<file path="src/rtl/adc_seq_pkg.sv">
// adc_acq_sequencer shared types and constants.
// FSM state encoding, timing constants, command formatting.
package adc_seq_pkg;

  typedef enum logic [1:0] {
    IDLE,
    RUN,
    CMD,
    CMD_WAIT
  } seq_state_t;

  localparam int MIN_PERIOD       = 2;
  localparam int CMD_GUARD_CYCLES = 2;

  function automatic logic [31:0] cmd_word(
    input logic [23:0] c
  );
    return {8'h00, c};
  endfunction

endpackage

</file>
<file path="src/rtl/adc_acq_sequencer_if.sv">
// Command-side stream bundle of the acquisition sequencer.
// master = sequencer side, slave = software/ADC side.
interface adc_acq_sequencer_if #(
  parameter int CMD_WIDTH = 24
);
  logic [CMD_WIDTH-1:0] s_cmd_tdata;
  logic                 s_cmd_tvalid;
  logic                 s_cmd_tready;
  logic [31:0]          m_axis_tdata;
  logic                 m_axis_tvalid;
  logic                 m_axis_tready;

  modport master (
    input  s_cmd_tdata,
    input  s_cmd_tvalid,
    output s_cmd_tready,
    output m_axis_tdata,
    output m_axis_tvalid,
    input  m_axis_tready
  );

  modport slave (
    output s_cmd_tdata,
    output s_cmd_tvalid,
    input  s_cmd_tready,
    input  m_axis_tdata,
    input  m_axis_tvalid,
    output m_axis_tready
  );
endinterface

</file>
<file path="src/rtl/adc_seq_timer.sv">
// Loadable auto-reload down-counter for the trigger period.
// o_tick is high while the count sits at zero.
module adc_seq_timer #(
  parameter int W = 32
) (
  input  logic         clk,
  input  logic         rst,
  input  logic         i_load,
  input  logic         i_en,
  input  logic [W-1:0] i_reload,
  output logic         o_tick
);

  logic [W-1:0] r_cnt;

  assign o_tick = (r_cnt == '0);

  // The load cycle already counts as one elapsed cycle of the period.
  always_ff @(posedge clk) begin
    if (rst) begin
      r_cnt <= '0;
    end else if (i_load) begin
      r_cnt <= i_reload - W'(1);
    end else if (i_en) begin
      r_cnt <= o_tick ? i_reload : r_cnt - W'(1);
    end
  end

endmodule

</file>
<file path="src/rtl/adc_acq_sequencer.sv">
// Periodic ADC trigger scheduler with command serialisation.
// Commands only go out between runs; skipped slots flag overrun.
module adc_acq_sequencer
  import adc_seq_pkg::*;
#(
  parameter int CNT_WIDTH = 32,
  parameter int CMD_WIDTH = 24
) (
  input  logic                 aclk,
  input  logic                 areset,
  input  logic [CNT_WIDTH-1:0] cfg_period,
  input  logic [CNT_WIDTH-1:0] cfg_num_samples,
  input  logic                 start,
  input  logic                 stop,
  adc_acq_sequencer_if.master  bus,
  input  logic                 adc_ready,
  output logic                 trigger_acq,
  output logic                 busy,
  output logic                 done,
  output logic                 overrun,
  output logic [CNT_WIDTH-1:0] sample_cnt
);

  seq_state_t           r_state;
  seq_state_t           w_state_nxt;
  logic                 r_start_pend;
  logic                 w_pend_nxt;
  logic                 r_trig;
  logic                 w_trig_nxt;
  logic                 r_done;
  logic                 w_done_nxt;
  logic                 r_ovr;
  logic                 w_ovr_set;
  logic                 w_cnt_inc;
  logic [CNT_WIDTH-1:0] r_cnt;
  logic [CNT_WIDTH-1:0] r_period;
  logic [CNT_WIDTH-1:0] r_num;
  logic [CMD_WIDTH-1:0] r_cmd;
  logic [1:0]           r_guard;
  logic [1:0]           w_guard_nxt;
  logic                 w_load;
  logic                 w_accept;
  logic                 w_start_req;
  logic                 w_tick;
  logic [CNT_WIDTH-1:0] w_period_c;
  logic [CNT_WIDTH-1:0] w_reload;

  assign w_period_c =
    (cfg_period < CNT_WIDTH'(MIN_PERIOD)) ?
    CNT_WIDTH'(MIN_PERIOD) : cfg_period;

  assign w_reload = w_load ?
    (w_period_c - CNT_WIDTH'(1)) :
    (r_period - CNT_WIDTH'(1));

  assign w_start_req = (r_start_pend | start) & ~stop;

  adc_seq_timer #(
    .W(CNT_WIDTH)
  ) u_timer (
    .clk     (aclk),
    .rst     (areset),
    .i_load  (w_load),
    .i_en    (r_state == RUN),
    .i_reload(w_reload),
    .o_tick  (w_tick)
  );

  // Next-state and per-cycle control decisions.
  always_comb begin
    w_state_nxt = r_state;
    w_trig_nxt  = 1'b0;
    w_done_nxt  = 1'b0;
    w_load      = 1'b0;
    w_accept    = 1'b0;
    w_ovr_set   = 1'b0;
    w_cnt_inc   = 1'b0;
    w_guard_nxt = r_guard;
    unique case (r_state)
      IDLE: begin
        if (bus.s_cmd_tvalid) begin
          w_accept    = 1'b1;
          w_state_nxt = CMD;
        end else if (w_start_req) begin
          w_load      = 1'b1;
          w_state_nxt = RUN;
        end
      end
      RUN: begin
        if (stop) begin
          w_done_nxt  = 1'b1;
          w_state_nxt = IDLE;
        end else if (r_trig && (r_num != '0) &&
                     (r_cnt == r_num)) begin
          w_done_nxt  = 1'b1;
          w_state_nxt = IDLE;
        end else if (w_tick) begin
          if (adc_ready) begin
            w_trig_nxt = 1'b1;
            w_cnt_inc  = 1'b1;
          end else begin
            w_ovr_set = 1'b1;
          end
        end
      end
      CMD: begin
        if (bus.m_axis_tready) begin
          w_guard_nxt = 2'(CMD_GUARD_CYCLES - 1);
          w_state_nxt = CMD_WAIT;
        end
      end
      CMD_WAIT: begin
        if (r_guard != 2'd0) begin
          w_guard_nxt = r_guard - 2'd1;
        end else if (adc_ready) begin
          w_state_nxt = IDLE;
        end
      end
      default: w_state_nxt = IDLE;
    endcase
  end

  // Pending start: stop beats start, RUN entry consumes it.
  always_comb begin
    w_pend_nxt = r_start_pend;
    if (stop) begin
      w_pend_nxt = 1'b0;
    end else if (w_load) begin
      w_pend_nxt = 1'b0;
    end else if (start) begin
      w_pend_nxt = 1'b1;
    end
  end

  // FSM state register.
  always_ff @(posedge aclk) begin
    if (areset) begin
      r_state <= IDLE;
    end else begin
      r_state <= w_state_nxt;
    end
  end

  // Run parameters, counters, pulses and the held command.
  always_ff @(posedge aclk) begin
    if (areset) begin
      r_start_pend <= 1'b0;
      r_trig       <= 1'b0;
      r_done       <= 1'b0;
      r_ovr        <= 1'b0;
      r_cnt        <= '0;
      r_period     <= CNT_WIDTH'(MIN_PERIOD);
      r_num        <= '0;
      r_cmd        <= '0;
      r_guard      <= 2'd0;
    end else begin
      r_start_pend <= w_pend_nxt;
      r_trig       <= w_trig_nxt;
      r_done       <= w_done_nxt;
      r_guard      <= w_guard_nxt;
      if (w_accept) begin
        r_cmd <= bus.s_cmd_tdata;
      end
      if (w_load) begin
        r_period <= w_period_c;
        r_num    <= cfg_num_samples;
        r_cnt    <= '0;
        r_ovr    <= 1'b0;
      end else begin
        if (w_cnt_inc && (r_cnt != '1)) begin
          r_cnt <= r_cnt + CNT_WIDTH'(1);
        end
        if (w_ovr_set) begin
          r_ovr <= 1'b1;
        end
      end
    end
  end

  assign trigger_acq       = r_trig;
  assign done              = r_done;
  assign overrun           = r_ovr;
  assign sample_cnt        = r_cnt;
  assign busy              = (r_state != IDLE);
  assign bus.s_cmd_tready  = w_accept & ~areset;
  assign bus.m_axis_tvalid = (r_state == CMD);
  assign bus.m_axis_tdata  = (r_state == CMD) ?
    cmd_word(r_cmd) : 32'h0;

endmodule

</file>
<file path="src/flat_wrapper.sv">
// flat-port wrapper written by rule: the top's interface ports become plain ports
module adc_acq_sequencer_flat import adc_seq_pkg::*;
#(
  parameter int CNT_WIDTH = 32,
  parameter int CMD_WIDTH = 24
)
  (aclk, areset, cfg_period, cfg_num_samples, start, stop, adc_ready, trigger_acq, busy, done, overrun, sample_cnt, bus_s_cmd_tdata, bus_s_cmd_tvalid, bus_s_cmd_tready, bus_m_axis_tdata, bus_m_axis_tvalid, bus_m_axis_tready);
  adc_acq_sequencer_if #(.CMD_WIDTH(CMD_WIDTH)) bus_i ();
  input  logic aclk;
  input  logic areset;
  input  logic [CNT_WIDTH-1:0] cfg_period;
  input  logic [CNT_WIDTH-1:0] cfg_num_samples;
  input  logic start;
  input  logic stop;
  input  logic adc_ready;
  output logic trigger_acq;
  output logic busy;
  output logic done;
  output logic overrun;
  output logic [CNT_WIDTH-1:0] sample_cnt;
  input wire logic [$bits(bus_i.s_cmd_tdata)-1:0] bus_s_cmd_tdata;
  input wire logic [$bits(bus_i.s_cmd_tvalid)-1:0] bus_s_cmd_tvalid;
  output wire logic [$bits(bus_i.s_cmd_tready)-1:0] bus_s_cmd_tready;
  output wire logic [$bits(bus_i.m_axis_tdata)-1:0] bus_m_axis_tdata;
  output wire logic [$bits(bus_i.m_axis_tvalid)-1:0] bus_m_axis_tvalid;
  input wire logic [$bits(bus_i.m_axis_tready)-1:0] bus_m_axis_tready;
  assign bus_i.s_cmd_tdata = bus_s_cmd_tdata;
  assign bus_i.s_cmd_tvalid = bus_s_cmd_tvalid;
  assign bus_s_cmd_tready = bus_i.s_cmd_tready;
  assign bus_m_axis_tdata = bus_i.m_axis_tdata;
  assign bus_m_axis_tvalid = bus_i.m_axis_tvalid;
  assign bus_i.m_axis_tready = bus_m_axis_tready;
  adc_acq_sequencer #(.CNT_WIDTH(CNT_WIDTH), .CMD_WIDTH(CMD_WIDTH)) u_core (.aclk(aclk), .areset(areset), .cfg_period(cfg_period), .cfg_num_samples(cfg_num_samples), .start(start), .stop(stop), .bus(bus_i), .adc_ready(adc_ready), .trigger_acq(trigger_acq), .busy(busy), .done(done), .overrun(overrun), .sample_cnt(sample_cnt));
endmodule
</file>
<file path="config.mk">
export PLATFORM = sky130hd
export DESIGN_NAME = adc_acq_sequencer_flat
export DESIGN_NICKNAME = d
export VERILOG_FILES = /design/src/rtl/adc_seq_pkg.sv /design/src/rtl/adc_acq_sequencer_if.sv /design/src/rtl/adc_seq_timer.sv /design/src/rtl/adc_acq_sequencer.sv /design/src/flat_wrapper.sv
export SDC_FILE = /design/constraint.sdc
export NUM_CORES = 1
export LEC_CHECK = 0
export CAP_MARGIN = 20
export CORE_ASPECT_RATIO = 1.2
export CORE_UTILIZATION = 49
export DETAILED_ROUTE_END_ITERATION = 6
export PLACE_DENSITY = 0.86
export SYNTH_ARGS = -nofsm -noshare
export SYNTH_HDL_FRONTEND = slang
export SYNTH_SLANG_ARGS = --single-unit
</file>
<file path="constraint.sdc">
create_clock -name aclk -period 5.88 [get_ports aclk]
set_clock_uncertainty 0.2 [all_clocks]
set_input_delay 0.588 -clock aclk [delete_from_list [all_inputs] [get_ports aclk]]
set_output_delay 0.588 -clock aclk [all_outputs]
set_load 0.02 [all_outputs]
</file>
==> metrics, run 1 <==
clk_lat worst skew=0.44 ns; count of cells resized by post-cts repair=0; number of ports placed on the die boundary=165; antenna violations before repair=0; Hold Path Origin=u_core.r_cmd[14]$_SDFFE_PP0P_; Worst setup endpoint=u_core.u_timer.r_cnt[31]$_SDFFE_PP0P_; routed len/inst=17.07 um; Detailed Place HPWL=21.30 mm; Synth cell types=74; post-route setup TNS=0 ns; CP max stage delay=0.59 ns; number of warnings issued by yosys=0; post-detailed-route count of antenna-violating nets=0; count of standard-cell rows=56; logic depth of the worst register-to-register path=14; largest cells by area after synthesis=sky130_fd_sc_hd__dfxtp_1, sky130_fd_sc_hd__nand2_1, sky130_fd_sc_hd__xor2_1, sky130_fd_sc_hd__a21oi_1, sky130_fd_sc_hd__nor2_1; share of cells above drive strength 1=0.06271; RD Place Congestion=0.9406; TritonCTS Buffers=17; most common flop cell mapped by yosys=sky130_fd_sc_hd__dfxtp_1; die outline width=131.2 um; min Tclk post-route=5.493 ns; average via count per standard cell=5.931; leading cell type in the layout, fill and taps excluded=sky130_fd_sc_hd__nand2_1; initial cell density of the core=0.5019; fraction of registers with async set or reset after synthesis=0; Req. time, crit path=6.05 ns; post-synthesis average cell area=7.495 um2; final net count=1557; path type of the worst min-delay path=reg2reg; number of hold-repair buffers added at the cts stage=0; CTS tree=yes; RR Startpoint=u_core.r_state[0]$_SDFFE_PP0P_; sequential share of the synthesized area=0.3265; CP Cell Sequence=clkdlybuf4s50_1, or4_1, or4_4, nor3_1, nand2b_1, nor2b_1, ha_1, buf_4, nand2b_1, nor4b_1, buf_4, nand3_1, xor2_1, mux2i_1, a211oi_1, o211a_2, nand3_2, or4_1, a31oi_1; Total Routed Length=29.50 mm; total number of vias=10250; Cell Pwr Density=257.7 mW/mm2; Synth Instances=1309; count of state elements after synthesis=160; hold violation total from the final report=0; actual slew at the worst max-slew pin=1.026 ns; synthesized area=0.009811 mm2; setup violation total in the final timing report=0; CTS clk-pin slew, worst paths=0.07 ns; crit end category=flip-flop; Post-CTS Setup Inserts=0; max_slew headroom=0.3161; residual DRC count=0; area of the die=0.02059 mm2; maximum level of the CTS H-tree=4; max-slew violation count=0; setup slack after layout=0.3873 ns; result of the run=completed; peak clock frequency supported by timing=0.1821 GHz; minimum setup slack among reg-to-reg paths=1.12 ns; first-pass GRT wire length=47.64 mm; clock root buffer=sky130_fd_sc_hd__clkbuf_16; critical path class=in2reg; slowest stage cell, crit path=sky130_fd_sc_hd__or4_1; Starting DRT DRC Count=808; number of global-route vias before repair=9684; final worst path period share=0.9341; maximum number of pins on one net before global-route repair=95; library cell with the largest summed area after synthesis=sky130_fd_sc_hd__dfxtp_1; Tot GR Track Use=0.2853; RSZ-0062 raised after global routing=no; fraction of post-synthesis cell area in the top cell type by area=0.3265; top library cells by usage in the layout, fill and taps aside=sky130_fd_sc_hd__nand2_1, sky130_fd_sc_hd__dfxtp_1, sky130_fd_sc_hd__clkdlybuf4s50_1; drt pass-1 iters=5; maximum root-to-sink buffer count=2; leakage power=0.004540 uW; Die Height=157.0 um; growth of design area from synthesis to finish=25.47%; number of port buffers=156; sort of element at the start of the critical path=input pin; worst flop-to-flop path endpoint=u_core.u_timer.r_cnt[22]$_SDFFE_PP0P_; CTS sink cnt=160; number of enable-type register cells in the synthesized netlist=0; area of the placeable core=0.01955 mm2; data arrival time of the worst path=5.66 ns; start point of the critical path=cfg_period[23]; critical-path maximum fanout=8; overall overflow remaining after global route=0; Diodes inserted=0; Post-Place Setup Slack=0.07376 ns; number of max-capacitance violations reported=0; Peak VDD IR=225.1 uV
==> registers in the layout, indices dropped and copies added, names as in the netlist <==
name and flops:
u_core.overrun 1, u_core.sample_cnt 32, u_core.r_start_pend 1, u_core.r_state 2
u_core.r_num 32, u_core.r_period 32, u_core.u_timer.r_cnt 32, u_core.done 1
u_core.trigger_acq 1, u_core.r_guard 2, u_core.r_cmd 24
==> layer usage <==
layer / up-vias / track usage / routed length [um]
met4: 0 / 0.1541 / 1255
met2: 444 / 0.4992 / 14210
met1: 4778 / 0.3361 / 12140
met5: - / 0 / 0
met3: 85 / 0.04509 / 1893
li1: 4941 / - / -
==> how the worst min path moves through the flow <==
stage / slack (ns) / endpoint / depth (start not counted)
2_1_floorplan: 0.23 / u_core.r_cmd[0]$_SDFFE_PP0P_ / 2
3_3_place_gp: 0.24 / u_core.r_cmd[0]$_SDFFE_PP0P_ / 2
3_5_place_dp: 0.24 / u_core.r_cmd[17]$_SDFFE_PP0P_ / 2
4_1_cts: 0.25 / u_core.r_cmd[17]$_SDFFE_PP0P_ / 2
5_1_grt: 0.27 / u_core.r_cmd[14]$_SDFFE_PP0P_ / 2
6_report: 0.25 / u_core.r_cmd[14]$_SDFFE_PP0P_ / 2
==> final cells by class <==
class / count / area [um2]
well taps: 261 / 326.6
clock buffers: 17 / 425.4
inverters: 26 / 97.59
flip-flops and latches: 160 / 3203
fillers: 1645 / 7239
multi-input cells: 1055 / 6227
repair buffers: 194 / 1857
clock inverters: 15 / 172.7
==> per-stage QoR <==
| stage | hold WS (ns) | cell area [um2] | total power (uW) | std cells | util |
|---|---|---|---|---|---|
| 3_5_place_dp | 0.2433 | 11710 | 2072 | 1696 | 0.5991 |
| 6_report | 0.2494 | 12310 | 3172 | 1728 | 0.6297 |
| 4_1_cts | 0.2533 | 12310 | 3161 | 1728 | 0.6297 |
| 3_3_place_gp | 0.2372 | 11710 | 2055 | 1696 | 0.5991 |
| 2_1_floorplan | 0.2317 | 9837 | 1797 | 1316 | - |
| 5_1_grt | 0.2713 | 12310 | 3318 | 1728 | 0.6297 |
==> where the power goes <==
group | total [uW] | internal, uW | leakage (uW) | switching (uW)
registers | 1180 | 1130 | 0.00130 | 47.6
clock network | 1100 | 569 | 0.000280 | 529
logic | 894 | 351 | 0.00296 | 542
==> logic make-up after synthesis <==
group | synth area share
AO/OA/AOI/OAI | 0.1807
XOR/XNOR | 0.1079
adder cells (fa/ha/maj) | 0.01020
buffers and inverters | 0.04247
flip-flops | 0.3265
multiplexers | 0.02870
other | 0.0003822
AND/OR/NAND/NOR | 0.3032
==> critical path: cells and delay by family <==
| family | cells | cell delay (ns) |
|---|---|---|
| AOI/OAI and AO/OA | 3 | 0.71 |
| xor gates and xnor gates | 1 | 0.16 |
| adders and majority gates | 1 | 0.22 |
| buffers and inverters | 3 | 0.79 |
| muxes | 1 | 0.13 |
| and+or+nand+nor | 10 | 3.05 |
==> synthesized netlist by cell type (5+ instances only) <==
| master | n |
|---|---|
| sky130_fd_sc_hd__and3_1 | 10 |
| sky130_fd_sc_hd__nand2_1 | 193 |
| sky130_fd_sc_hd__nand3_1 | 29 |
| sky130_fd_sc_hd__o21ai_0 | 49 |
| sky130_fd_sc_hd__xnor2_1 | 48 |
| sky130_fd_sc_hd__or3_1 | 20 |
| sky130_fd_sc_hd__nor3_1 | 46 |
| sky130_fd_sc_hd__a211oi_1 | 17 |
| sky130_fd_sc_hd__o31ai_1 | 6 |
| sky130_fd_sc_hd__nor2b_1 | 6 |
| sky130_fd_sc_hd__nor4_1 | 38 |
| sky130_fd_sc_hd__nand3b_1 | 5 |
| sky130_fd_sc_hd__a21oi_1 | 121 |
| sky130_fd_sc_hd__inv_1 | 26 |
| sky130_fd_sc_hd__xor2_1 | 71 |
| sky130_fd_sc_hd__dfxtp_1 | 160 |
| sky130_fd_sc_hd__nand4b_1 | 5 |
| sky130_fd_sc_hd__ha_1 | 8 |
| sky130_fd_sc_hd__a31oi_1 | 9 |
| sky130_fd_sc_hd__nand2b_1 | 11 |
| sky130_fd_sc_hd__o221ai_1 | 10 |
| sky130_fd_sc_hd__o211ai_1 | 6 |
| sky130_fd_sc_hd__and2_1 | 33 |
| sky130_fd_sc_hd__o31a_1 | 6 |
| sky130_fd_sc_hd__a2111oi_0 | 7 |
| sky130_fd_sc_hd__mux2i_1 | 27 |
| sky130_fd_sc_hd__or4_1 | 12 |
| sky130_fd_sc_hd__buf_4 | 8 |
| sky130_fd_sc_hd__o22ai_1 | 8 |
| sky130_fd_sc_hd__nand4_1 | 18 |
| sky130_fd_sc_hd__clkbuf_1 | 58 |
| sky130_fd_sc_hd__a221oi_1 | 7 |
| sky130_fd_sc_hd__nor2_1 | 153 |
| sky130_fd_sc_hd__buf_2 | 6 |
Note: power is estimated with default switching activity, not from simulation.
==> run 2, diff against run 1 <==
--- a/config.mk
+++ b/config.mk
@@ -7,9 +7,9 @@
 export LEC_CHECK = 0
 export CAP_MARGIN = 20
 export CORE_ASPECT_RATIO = 1.2
-export CORE_UTILIZATION = 49
+export CORE_UTILIZATION = 40
 export DETAILED_ROUTE_END_ITERATION = 6
-export PLACE_DENSITY = 0.86
+export PLACE_DENSITY = 0.74
 export SYNTH_ARGS = -nofsm -noshare
 export SYNTH_HDL_FRONTEND = slang
 export SYNTH_SLANG_ARGS = --single-unit
==> run 2 against run 1 <==
Compared with the run above:
- first-iteration DRC count down 16%
- power down 0.36%
- register-to-register slack better by 0.08 ns
- largest power group unchanged
- via count down 2.2%
- setup slack better by 0.0087 ns
- flip-flop and latch count unchanged
- design area up 0.42%
- core utilization down 11 points
- critical path type unchanged
==> metrics, run 2 (synthesis results as in run 1) <==
growth of design area from synthesis to finish=25.99%; Die Height=173.6 um; maximum number of pins on one net before global-route repair=71; path type of the worst min-delay path=reg2reg; data arrival time of the worst path=5.65 ns; clk_lat worst skew=0.44 ns; number of ports placed on the die boundary=165; CTS clk-pin slew, worst paths=0.07 ns; dominant delay contributor by cell family on the critical path=simple AND/OR/NAND/NOR gates; maximum level of the CTS H-tree=4; final net count=1558; max-slew violation count=0; total buffers and inverters traversed by the critical path=2; Req. time, crit path=6.05 ns; endpoint with the worst hold slack=u_core.r_cmd[21]$_SDFFE_PP0P_; residual DRC count=0; minimum setup slack among reg-to-reg paths=1.20 ns; Stages on worst setup path=16; Diodes inserted=0; Cell Pwr Density=255.7 mW/mm2; first-pass GRT wire length=47.29 mm; placed cell count=1756; drt pass-1 iters=5; RSZ-0062 raised after global routing=no; critical path class=in2reg; result of the run=completed; leakage power=0.004543 uW; area of the placeable core=0.02397 mm2; top library cells by usage in the layout, fill and taps aside=sky130_fd_sc_hd__nand2_1, sky130_fd_sc_hd__dfxtp_1, sky130_fd_sc_hd__clkdlybuf4s50_1; Tot GR Track Use=0.2311; average via count per standard cell=5.603; CP max stage delay=0.59 ns; count of cells resized by post-cts repair=0; number of hold-repair buffers added at the cts stage=0; crit end category=flip-flop; routed len/inst=16.45 um; count of placed standard cells in the final layout, fillers left out=1788; maximum root-to-sink buffer count=2; Hold Path Origin=u_core.r_cmd[21]$_SDFFE_PP0P_; area of the die=0.02516 mm2; clock power share=0.347; RR Startpoint=u_core.r_state[0]$_SDFFE_PP0P_; setup violation total in the final timing report=0; number of port buffers=156; min Tclk post-route=5.484 ns; RD Place Congestion=0.9495; logic gate share of total power=0.280; proportion of total power due to net switching=0.3525; CTS sink cnt=160; Detailed Place HPWL=21.55 mm; max_slew headroom=0.2952; number of max-capacitance violations reported=0; TritonCTS Buffers=17; Starting DRT DRC Count=679; Peak VDD IR=230.4 uV; count of standard-cell rows=62; leading cell type in the layout, fill and taps excluded=sky130_fd_sc_hd__nand2_1; most numerous cell on the critical path=sky130_fd_sc_hd__or4_1; die outline width=145.0 um; worst flop-to-flop path endpoint=u_core.u_timer.r_cnt[31]$_SDFFE_PP0P_; CP Cell Sequence=clkdlybuf4s50_1, or4_1, or4_4, nor3_1, nand2b_1, nor2b_1, ha_1, inv_1, a21o_1, or4_1, a21oi_1, nand4bb_1, nor4_4, nand3_2, or4_1, a31oi_1; Internal Dissipation=2046 uW; CTS tree=yes; initial cell density of the core=0.4093; post-detailed-route count of antenna-violating nets=0; total net switching power=1114 uW; Reg power frac=0.373; Total Routed Length=29.40 mm; Worst Hold Depth=2; critical-path maximum fanout=7; sort of element at the start of the critical path=input pin; Post-CTS Setup Inserts=0; total number of vias=10020; antenna violations before repair=0; share of cells above drive strength 1=0.06335; number of global-route vias before repair=9168; hold violation total from the final report=0; post-route setup TNS=0 ns; peak clock frequency supported by timing=0.1823 GHz; overall overflow remaining after global route=0; actual slew at the worst max-slew pin=1.057 ns; logic depth of the worst register-to-register path=11; slowest stage cell, crit path=sky130_fd_sc_hd__or4_1; clock root buffer=sky130_fd_sc_hd__clkbuf_16; final worst path period share=0.9327
## run 2: changes by cell type in the layout (fill, tap and decap cells not counted), sizes merged
cell	delta
buf	+1
inv	+1
clkinv	+1
clkinvlp	-2
## run 2: worst min-delay path, cell delays in order (launching register included)
cell and delay, ns:
sky130_fd_sc_hd__dfxtp_1 0.31, sky130_fd_sc_hd__nand2_1 0.05, sky130_fd_sc_hd__a21oi_1 0.05
## run 2: layout make-up
| type | count | area [um2] |
|---|---|---|
| sequential | 160 | 3203 |
| multi-input combinational | 1055 | 6227 |
| tap | 320 | 400.4 |
| timing repair buffer | 195 | 1852 |
| inverter | 26 | 97.59 |
| clock buffer | 17 | 425.4 |
| clock inverter | 15 | 155.1 |
| fill | 2298 | 11610 |
## run 2: how the worst max path moves through the flow
stage | startpoint | endpoint | slack [ns]
finish | cfg_period[23] | u_core.u_timer.r_cnt[31]$_SDFFE_PP0P_ | 0.40
global route | cfg_period[23] | u_core.u_timer.r_cnt[31]$_SDFFE_PP0P_ | 0.08
CTS | cfg_period[23] | u_core.u_timer.r_cnt[31]$_SDFFE_PP0P_ | 0.44
detailed placement | cfg_period[23] | u_core.u_timer.r_cnt[31]$_SDFFE_PP0P_ | 0.001
global placement | cfg_period[23] | u_core.u_timer.r_cnt[31]$_SDFFE_PP0P_ | 0.08
floorplan | bus_s_cmd_tvalid | u_core.u_timer.r_cnt[31]$_SDFFE_PP0P_ | 0.07
## run 2: per-layer routing
layer  vias up  share of wire  track usage
li1       4923              -            -
met1      4684           0.44       0.2892
met2       360           0.48       0.3918
met3        52          0.058      0.03974
met4         0          0.028      0.09353
met5         -              0            0
## run 2: stage by stage
| step | hold WS [ns] | area (um2) | total power, uW | setup WS (ns) | util |
|---|---|---|---|---|---|
| 2_1_floorplan | 0.2317 | 9837 | 1797 | 0.07359 | - |
| 3_3_place_gp | 0.2372 | 11780 | 2061 | 0.07841 | 0.4914 |
| 3_5_place_dp | 0.2420 | 11780 | 2072 | 0.0009885 | 0.4914 |
| 4_1_cts | 0.2519 | 12360 | 3163 | 0.4415 | 0.5157 |
| 5_1_grt | 0.2680 | 12360 | 3319 | 0.08175 | 0.5157 |
| 6_report | 0.2513 | 12360 | 3161 | 0.3960 | 0.5157 |
## run 2: power groups by stage
stage               Combinational, uW  Clock, uW  Sequential (uW)
finish                            884       1100             1180
global route                      970       1160             1190
CTS                               873       1110             1180
detailed placement                869          0             1200
global placement                  860          0             1200
floorplan                         608          0             1190
==> run 3, diff against run 2 <==
--- a/config.mk
+++ b/config.mk
@@ -12,4 +12,5 @@
 export PLACE_DENSITY = 0.74
 export SYNTH_ARGS = -nofsm -noshare
 export SYNTH_HDL_FRONTEND = slang
+export SYNTH_HIERARCHICAL = 1
 export SYNTH_SLANG_ARGS = --single-unit
==> run 3 against run 2 <==
Compared with the run above:
- the flow now finishes with violations (design-rule violations)
- first-iteration DRC count increased by 48%
- power increased by 0.43%
- count of clock-buffer cells in the layout unchanged
- die area increased by 4.2%
- setup slack improved by 0.16 ns
- fmax increased by 3.0%
- global-route usage increased by 3.0 points
- sequential share of layout area decreased by 0.64 points
- sequential power about the same
- synthesized area increased by 4.3%
- synthesized cell count increased by 1.1%
- routed wire length increased by 17%
- critical endpoint is now u_core/u_timer/r_cnt[31]$_SDFFE_PP0P_
==> metrics, run 3 <==
TritonCTS Buffers=17; setup violation total in the final timing report=0; number of global-route vias before repair=10190; clock root buffer=sky130_fd_sc_hd__clkbuf_16; number of hold-repair buffers added at the cts stage=0; most common cell in the netlist=sky130_fd_sc_hd__nand2_1; antenna violations before repair=0; post-synthesis average cell area=7.732 um2; maximum level of the CTS H-tree=4; top library cells by usage in the layout, fill and taps aside=sky130_fd_sc_hd__nand2_1, sky130_fd_sc_hd__dfxtp_1, sky130_fd_sc_hd__clkdlybuf4s50_1; overall overflow remaining after global route=0; Fill cells=2450; count of cells resized by post-cts repair=0; CTS tree=yes; final worst path period share=0.9056; post-detailed-route count of antenna-violating nets=0; area of the placeable core=0.02491 mm2; Die Height=177.2 um; violations in the final reports=design-rule violations; number of port buffers=156; number of warnings issued by yosys=6; Req. time, crit path=6.00 ns; CTS clk-pin slew, worst paths=0.07 ns; final net count=1556; result of the run=complete, but fails checks; actual slew at the worst max-slew pin=1.102 ns; Peak VDD IR=192.7 uV; number of enable-type register cells in the synthesized netlist=0; hold violation total from the final report=0; synthesized area=0.01023 mm2; Cell Pwr Density=250.5 mW/mm2; CTS sink cnt=160; multi-input gate area in the final layout=0.006546 mm2; number of ports placed on the die boundary=165; count of standard-cell rows=63; Starting DRT DRC Count=1007; largest cells by area after synthesis=sky130_fd_sc_hd__dfxtp_1, sky130_fd_sc_hd__nand2_1, sky130_fd_sc_hd__a21oi_1, sky130_fd_sc_hd__xor2_1, sky130_fd_sc_hd__xnor2_1; die outline width=148.0 um; FF+latch area=0.003203 mm2; average via count per standard cell=6.041; Synth Instances=1323; initial cell density of the core=0.4107; Diodes inserted=0; routed len/inst=19.23 um; number of max-capacitance violations reported=0; post-route setup TNS=0 ns; peak clock frequency supported by timing=0.1878 GHz; data arrival time of the worst path=5.44 ns; fraction of post-synthesis cell area in the top cell type by area=0.3131; max-slew violation count=0; Synth cell types=84; sequential share of the synthesized area=0.3131; area of the die=0.02622 mm2; growth of design area from synthesis to finish=23.88%; path type of the worst min-delay path=reg2reg; library cell with the largest summed area after synthesis=sky130_fd_sc_hd__dfxtp_1; critical path class=in2reg; share of cells above drive strength 1=0.07153; crit end category=flip-flop; synth cell count leaders=sky130_fd_sc_hd__nand2_1, sky130_fd_sc_hd__dfxtp_1, sky130_fd_sc_hd__a21oi_1; leading cell type in the layout, fill and taps excluded=sky130_fd_sc_hd__nand2_1; Tot GR Track Use=0.2609; residual DRC count=1; fraction of registers with async set or reset after synthesis=0; RSZ-0062 raised after global routing=no; maximum number of pins on one net before global-route repair=70; Total Routed Length=34.49 mm; fraction of the core area covered by cells at the end of the flow=0.5087; count of state elements after synthesis=160; maximum root-to-sink buffer count=2; RD Place Congestion=0.9439; sort of element at the start of the critical path=input pin; Post-CTS Setup Inserts=0; drt pass-1 iters=7; first-pass GRT wire length=53.99 mm; max_slew headroom=0.2576; total number of vias=10830; critical-path maximum fanout=13; clk_lat worst skew=0.44 ns; leakage power=0.004456 uW; min Tclk post-route=5.325 ns; Detailed Place HPWL=25.01 mm; most common flop cell mapped by yosys=sky130_fd_sc_hd__dfxtp_1
## run 3: stage by stage
| stage | total power [uW] | std cells | instance area, um2 | hold WS (ns) | worst slack (ns) |
|---|---|---|---|---|---|
| final | 3174 | 1793 | 12670 | 0.2526 | 0.5549 |
| after global routing | 3310 | 1793 | 12670 | 0.2655 | 0.1688 |
| after CTS | 3167 | 1793 | 12670 | 0.2522 | 0.6443 |
| after detailed placement | 2074 | 1761 | 12090 | 0.2424 | 0.2845 |
| after global placement | 2060 | 1761 | 12090 | 0.2370 | 0.3459 |
| after floorplan | 1787 | 1330 | 10260 | 0.2317 | 0.5933 |
## run 3: area by class of cell
cell class                 count  share of cell area
timing repair buffer         194              0.1455
multi-input combinational   1059              0.5166
inverter                      23            0.007010
clock buffer                  17             0.03357
clock inverter                15             0.01244
sequential                   160              0.2528
tap                          325             0.03209
## run 3: path summary, 6_finish.rpt
kind / endpoint / start / cells after the start / slack, ns
setup / recovery: u_core/u_timer/r_cnt[31]$_SDFFE_PP0P_ / cfg_period[22] / 19 / 0.55
hold / removal: u_core/r_cmd[8]$_SDFFE_PP0P_ / u_core/r_cmd[8]$_SDFFE_PP0P_ / 2 / 0.25
setup reg to reg: u_core/u_timer/r_cnt[31]$_SDFFE_PP0P_ / u_core/r_state[0]$_SDFFE_PP0P_ / 18 / 1.17
hold reg to reg: u_core/r_cmd[8]$_SDFFE_PP0P_ / u_core/r_cmd[8]$_SDFFE_PP0P_ / 2 / 0.25
## run 3: cells by family (layout without fill, tap and decap cells)
family                   count (synthesis)  after routing  synth area share
AND/OR/NAND/NOR                        651            651            0.3361
AO/OA/AOI/OAI                          245            245            0.1585
flip-flops                             160            160            0.3131
buffers and inverters                  111            249           0.05125
XOR/XNOR                               108            108           0.09247
multiplexers                            41             41           0.04085
adder cells (fa/ha/maj)                  6              6          0.007338
other                                    1              8         0.0003666
## run 3: worst max-delay path, cell delays in order
cell	delay [ns]
sky130_fd_sc_hd__clkdlybuf4s50_1	0.50
sky130_fd_sc_hd__or4_1	0.62
sky130_fd_sc_hd__nor4_2	0.24
sky130_fd_sc_hd__nand3_1	0.14
sky130_fd_sc_hd__and3_1	0.20
sky130_fd_sc_hd__a21oi_1	0.16
sky130_fd_sc_hd__ha_1	0.19
sky130_fd_sc_hd__buf_4	0.20
sky130_fd_sc_hd__o21ai_0	0.20
sky130_fd_sc_hd__nor3_1	0.31
sky130_fd_sc_hd__xnor2_1	0.16
sky130_fd_sc_hd__mux2i_1	0.17
sky130_fd_sc_hd__nor4_1	0.33
sky130_fd_sc_hd__buf_4	0.17
sky130_fd_sc_hd__and4b_1	0.23
sky130_fd_sc_hd__nand3_1	0.11
sky130_fd_sc_hd__nor4_1	0.26
sky130_fd_sc_hd__mux2_2	0.37
sky130_fd_sc_hd__a311o_1	0.31
## run 3: report_power, final
| part | switching (uW) | internal [uW] |
|---|---|---|
| Sequential | 60.1 | 1140 |
| Combinational | 538 | 340 |
| Clock | 531 | 567 |
## run 3: layer usage
| layer | global-route usage | vias up | part of all wire |
|---|---|---|---|
| met5 | 0 | - | 0 |
| met4 | 0.1430 | 0 | 0.048 |
| met3 | 0.04201 | 123 | 0.070 |
| li1 | - | 5088 | - |
| met2 | 0.4529 | 537 | 0.49 |
| met1 | 0.3051 | 5083 | 0.39 |
